### config.mk
export PLATFORM = sky130hd
export DESIGN_NAME = writeback_state
export DESIGN_NICKNAME = d
export VERILOG_FILES = /design/src/rtl/y86_pkg.sv /design/src/rtl/y86_regfile.sv /design/src/rtl/writeback_state.sv
export SDC_FILE = /design/constraint.sdc
export NUM_CORES = 2
export LEC_CHECK = 0
export ABC_CLOCK_PERIOD_IN_PS = 6300
export CORE_ASPECT_RATIO = 1.1
export CORE_MARGIN = 2
export CORE_UTILIZATION = 50
export CTS_CLUSTER_DIAMETER = 30
export DETAILED_ROUTE_END_ITERATION = 6
export GPL_ROUTABILITY_DRIVEN = 0
export PLACE_DENSITY = 0.7
export SLEW_MARGIN = 20
export SYNTH_ARGS = -nofsm -noshare
export SYNTH_HDL_FRONTEND = slang
export SYNTH_SLANG_ARGS = --single-unit
### constraint.sdc
create_clock -name clk -period 6.3 [get_ports clk]
set_input_delay 0.945 -clock clk [delete_from_list [all_inputs] [get_ports clk]]
set_output_delay 0.945 -clock clk [all_outputs]
set_load 0.05 [all_outputs]
### src/rtl/y86_pkg.sv
// Shared Y86 constants: instruction codes, status codes, register and flag encodings.
package y86_pkg;

  localparam logic [3:0] ICODE_CMOVXX = 4'h2;
  localparam logic [3:0] ICODE_OPQ    = 4'h6;

  localparam logic [2:0] STAT_AOK = 3'd1;
  localparam logic [2:0] STAT_HLT = 3'd2;
  localparam logic [2:0] STAT_ADR = 3'd3;
  localparam logic [2:0] STAT_INS = 3'd4;

  localparam logic [3:0] RNONE = 4'hF;

  // Flag vector layout is {OF,SF,ZF}
  localparam int CC_ZF = 0;
  localparam int CC_SF = 1;
  localparam int CC_OF = 2;
  localparam logic [2:0] CC_RESET = 3'b001;

  typedef enum logic [1:0] {
    S_RUN  = 2'd0,
    S_HALT = 2'd1,
    S_ERR  = 2'd2
  } proc_state_t;

  // Status latched when a non-AOK instruction reaches writeback.
  function automatic logic [2:0] fault_stat(input logic [2:0] s);
    case (s)
      STAT_HLT, STAT_ADR, STAT_INS: fault_stat = s;
      default:                      fault_stat = STAT_INS;
    endcase
  endfunction

endpackage

### src/rtl/y86_regfile.sv
// Register file, 15 x XLEN, two write ports (M beats E on same index); reads combinational.
// No backpressure; writes land on the next rising edge, index RNONE reads zero.
module y86_regfile
  import y86_pkg::*;
#(
  parameter int XLEN  = 64,
  parameter int NREGS = 15
) (
  input  logic            clk,
  input  logic            rst_n,
  input  logic            we_e,
  input  logic [3:0]      dst_e,
  input  logic [XLEN-1:0] val_e,
  input  logic            we_m,
  input  logic [3:0]      dst_m,
  input  logic [XLEN-1:0] val_m,
  input  logic [3:0]      src_a,
  input  logic [3:0]      src_b,
  output logic [XLEN-1:0] rd_a,
  output logic [XLEN-1:0] rd_b
);

  logic [XLEN-1:0] regs [NREGS];

  always_ff @(posedge clk or negedge rst_n) begin
    if (!rst_n) begin
      for (int i = 0; i < NREGS; i++) regs[i] <= '0;
    end else begin
      for (int i = 0; i < NREGS; i++) begin
        if (we_m && dst_m == 4'(i))      regs[i] <= val_m;
        else if (we_e && dst_e == 4'(i)) regs[i] <= val_e;
      end
    end
  end

  assign rd_a = (src_a == RNONE) ? '0 : regs[src_a];
  assign rd_b = (src_b == RNONE) ? '0 : regs[src_b];

endmodule

### src/rtl/writeback_state.sv
// SEQ writeback: register file, CC register, status FSM, retire counter; reads are combinational.
// No backpressure; a commit lands on the next edge. WB_BYPASS_EN forwards same-cycle commit data to reads.
module writeback_state
  import y86_pkg::*;
#(
  parameter int XLEN  = 64,
  parameter int NREGS = 15,
  parameter int CNT_W = 32
) (
  input  logic             clk,
  input  logic             rst_n,
  input  logic             wb_valid,
  input  logic [3:0]       icode,
  input  logic             cnd,
  input  logic [2:0]       stat_in,
  input  logic [3:0]       dstE,
  input  logic [3:0]       dstM,
  input  logic [XLEN-1:0]  valE,
  input  logic [XLEN-1:0]  valM,
  input  logic [2:0]       cc_out,
  input  logic [3:0]       srcA,
  input  logic [3:0]       srcB,
  output logic [XLEN-1:0]  valA_rd,
  output logic [XLEN-1:0]  valB_rd,
  output logic [2:0]       cc_in,
  output logic [2:0]       stat,
  output logic             halted,
  output logic [CNT_W-1:0] retire_cnt
);

  proc_state_t      state_q, state_d;
  logic [2:0]       stat_q, stat_d;
  logic [2:0]       cc_q;
  logic [CNT_W-1:0] cnt_q;
  logic             commit;
  logic             we_e, we_m;
  logic [XLEN-1:0]  rf_a, rf_b;

  assign commit = wb_valid && (state_q == S_RUN) && (stat_in == STAT_AOK);
  // A cmov whose condition failed still retires, it just writes nothing.
  assign we_e   = commit && (dstE != RNONE) && ((icode != ICODE_CMOVXX) || cnd);
  assign we_m   = commit && (dstM != RNONE);

  y86_regfile #(.XLEN(XLEN), .NREGS(NREGS)) u_regfile (
    .clk   (clk),
    .rst_n (rst_n),
    .we_e  (we_e),
    .dst_e (dstE),
    .val_e (valE),
    .we_m  (we_m),
    .dst_m (dstM),
    .val_m (valM),
    .src_a (srcA),
    .src_b (srcB),
    .rd_a  (rf_a),
    .rd_b  (rf_b)
  );

  always_comb begin
    state_d = state_q;
    stat_d  = stat_q;
    if (state_q == S_RUN && wb_valid && stat_in != STAT_AOK) begin
      stat_d  = fault_stat(stat_in);
      state_d = (stat_in == STAT_HLT) ? S_HALT : S_ERR;
    end
  end

  always_ff @(posedge clk or negedge rst_n) begin
    if (!rst_n) begin
      state_q <= S_RUN;
      stat_q  <= STAT_AOK;
      cc_q    <= CC_RESET;
      cnt_q   <= '0;
    end else begin
      state_q <= state_d;
      stat_q  <= stat_d;
      if (commit && icode == ICODE_OPQ) cc_q <= cc_out;
      if (commit) cnt_q <= cnt_q + CNT_W'(1);
    end
  end

`ifdef WB_BYPASS_EN
  always_comb begin
    valA_rd = rf_a;
    if (we_m && dstM == srcA)      valA_rd = valM;
    else if (we_e && dstE == srcA) valA_rd = valE;
    valB_rd = rf_b;
    if (we_m && dstM == srcB)      valB_rd = valM;
    else if (we_e && dstE == srcB) valB_rd = valE;
  end
`else
  assign valA_rd = rf_a;
  assign valB_rd = rf_b;
`endif

  assign cc_in      = cc_q;
  assign stat       = stat_q;
  assign halted     = (state_q != S_RUN);
  assign retire_cnt = cnt_q;

endmodule

==> results.md <==
- Critical Path RT: 5.35 ns
- Ratio of cells with drive above 1 in the final layout: 15.6%
- Status: finished, violations left
- DR iter-0 viols: 9,777
- Ports: 325
- Cell accounting for the most synthesized area: dfrtp_1
- Slew Limit Fails: 0
- Synthesized area: 60,000 µm²
- Height of the die: 367 µm
- Switching power total: 0.00482 W
- Initial Utilization: 50.3%
- Syn_nets: 6,783
- # clock sinks: 1,000
- Area Overhead vs Synth: 18.5%
- CTS root buf: clkbuf_16
- Pint: 0.0141 W
- Synth unique cells: 46
- Sequential share of power: 34.9%
- H-tree depth: 4
- Worst skew pair latency: 0.85 ns
- DR vias: 58,200
- Remaining antenna violation count: 0
- Tcrit/Tclk final: 77.2%
- WL per Instance: 29.7 µm
- Die width: 334 µm
- Max_slew headroom: 14.1%
- Final TNS setup: 0 ns
- PwrDens: 267 nW/µm²
- Area of the multi-input gates: 32,400 µm²
- Die ar.: 123,000 µm²
- Startpoint Class: primary input
- Highest clock rate: 206 MHz
- Largest net degree at the start of global routing: 169
- Worst path depth: 7
- Area after DPL: 64,000 µm²
- Finished Cell Area: 71,100 µm²
- Family with the most delay on the worst path: buffers and inverters
- Reg area: 25,000 µm²
- First-pass GRT wire length: 363,000 µm
- Crit. End Element: primary output
- Net Sw Frac: 25.4%
- Vias in the first global route: 55,700
- CP Cell Sequence: buf_8, nor2b_4, buf_4, nand2_1, o21ai_0, mux4_2, clkdlybuf4s50_1
- Core Box Area: 119,000 µm²
- CTS resizes: 0
- Post-CTS Repair Setup Buffers: 0
- Worst hold path class: in2async
- VDD IR max: 0.302 mV
- Critical Path AT: 3.92 ns
- Max cap viols: 0
- HPWL Detailed: 134,000 µm
- Synthesized flop and latch total: 1,000
- Hold buffers post-CTS: 0
- Kind of critical path: in2out
- Nets: 6,741
- Drt total wl: 248,000 µm
- CP peak stage delay: 0.85 ns
- Via/cell ratio: 6.98
- CTS tree: built
- Synth top area share: 41.6%
- DR pass1 iterations: 7
- Final hold violations: 0
- Total gr overflow: 0
- Filler cell count: 9,453
- CP Buf/Inv Count: 3
- Worst reg2reg path depth: 7
- FF-to-FF End: u_regfile.regs[470]$_DFFE_PN0P_
- Finish-stage setup viols: 0
- CP startpoint: srcA[0]
- CTS Buf Count: 195
- Worst setup endpoint: valA_rd[55]
- Synthesized area per cell: 9.06 µm²
- Clock transition at path regs: 0.05 ns
- Top_reg_cell synth: dfrtp_1
- Syn Inst Count: 6,624
- RSZ-0062 raised after global routing: false
- Failing checks: DRC
- Seq/Total Area, Yosys: 41.7%
- Worst-margin pin slew: 1.28 ns
- Final Skew: 0.0341 ns
- FFs w/ async S/R, synth: 100%
- Area contributors post-synth: dfrtp_1 (42%), mux4_2 (19%), nand2_1 (13%), a31oi_1 (10%), nor2_1 (6.1%)
- Total GRT Usage: 39.9%
- Clock Tree Buf Depth: 3
- Worst R2R Setup Slack: 2.72 ns
- Combinational share of power: 6.8%
- Clock power share: 58.4%
- Initial antenna violation count: 38
- CP max FO: 50
- Row count: 133
- DRC Markers: 16
- CP max stage cell: clkdlybuf4s50_1
- Worst reg2reg startpoint: state_q[1]$_DFFE_PN0P_
- Total leakage power: 29.7 nW
- Yosys warns: 0
- PortBufs: 324
- Number of synthesized flops with an enable pin: 0
- Period minus WS final: 4.86 ns
area by class of cell:
cell class	instances	area share [%]
Antenna cell	30	0.106
Clock buffer	238	7.43
Clock inverter	129	2.40
Inverter	10	0.0528
Multi-Input combinational cell	4927	45.5
Sequential cell	1000	35.2
Tap cell	1552	2.73
Timing Repair Buffer	448	6.63
cell usage in the layout, fill, tap and decap left out, types with 31 or more instances in the layout:
| cell | count |
|---|---|
| a31oi_1 | 957 |
| clkbuf_16 | 197 |
| dfrtp_1 | 998 |
| clkinvlp_4 | 31 |
| mux2i_1 | 131 |
| buf_12 | 37 |
| buf_4 | 84 |
| nand2_1 | 2061 |
| nor2_1 | 976 |
| clkdlybuf4s50_1 | 315 |
| mux4_2 | 512 |
| o21ai_0 | 130 |
worst register-to-register path, cell delays in order, from the launching register on:
cell	delay, ns
dfrtp_1	0.42
nor2_2	0.29
inv_1	0.26
nor4_2	0.87
nand3_4	0.65
buf_4	0.63
nor2_1	0.24
a31oi_1	0.06
sequential cells by signal, indices dropped and copies added, names as in the netlist:
name	cells
retire_cnt	32
cc_in	3
stat	3
state_q	2
u_regfile.regs	960
through the flow:
stage          std cells  power (W)  hold WS (ns)  worst slack [ns]  util [%]
2_1_floorplan       6624    0.00738         0.509              2.52         -
3_3_place_gp        7933    0.00795         0.458              1.55      53.6
3_5_place_dp        7935    0.00797         0.469              1.55      53.7
4_1_cts             8302     0.0189         0.209              1.55      59.5
5_1_grt             8324     0.0193         0.202              1.47      59.6
6_report            8334     0.0190         0.123              1.44      59.6
power by group through the flow:
stage	registers (W)	clock network [W]	logic, W
global route	0.00662	0.0114	0.00135
floorplan	0.00670	0	0.000683
CTS	0.00661	0.0110	0.00126
global placement	0.00671	0	0.00124
finish	0.00662	0.0111	0.00128
detailed placement	0.00671	0	0.00126
synth_stat cells, types with 4 or more instances:
cell and n:
nand2b_1 4, nor4_1 4, mux2i_1 131, or3_1 4, nand2_1 2078, clkbuf_1 502
buf_6 13, nand3_1 14, o21ai_0 130, buf_1 20, nor2_1 976, a21oi_1 4
mux4_2 512, inv_1 10, xor2_1 18, a31oi_1 957, and3_1 6, mux2_2 6
nor3_4 8, nor2_2 9, dfrtp_1 998, buf_2 152, xnor2_1 14, nand4_1 10
nor3_1 5, nor2b_1 8
worst min-delay path by stage:
stage | endpoint | slack, ns | cells after the start
floorplan | state_q[0]$_DFFE_PN0P_ | 0.51 | 1
global placement | retire_cnt[31]$_DFFE_PN0P_ | 0.46 | 1
detailed placement | retire_cnt[31]$_DFFE_PN0P_ | 0.47 | 1
CTS | u_regfile.regs[583]$_DFFE_PN0P_ | 0.21 | 1
global route | u_regfile.regs[455]$_DFFE_PN0P_ | 0.20 | 1
finish | u_regfile.regs[583]$_DFFE_PN0P_ | 0.12 | 1
cell families after synthesis:
family	count (synthesis)	share of synthesized area, %
AO/OA/AOI/OAI	1099	11.2
XOR/XNOR	32	0.467
adder cells (fa/ha/maj)	1	0.0208
buffers and inverters	697	4.84
flip-flops	1000	41.7
multiplexers	649	21.5
AND/OR/NAND/NOR	3146	20.2
routing by layer:
layer | track usage (%) | wire, µm
met1 | 51.6 | 84500
met2 | 56.7 | 105000
met3 | 13.9 | 39200
met4 | 26.5 | 18500
met5 | 0.315 | 145
No activity file was read; power rests on OpenSTA's default activity.
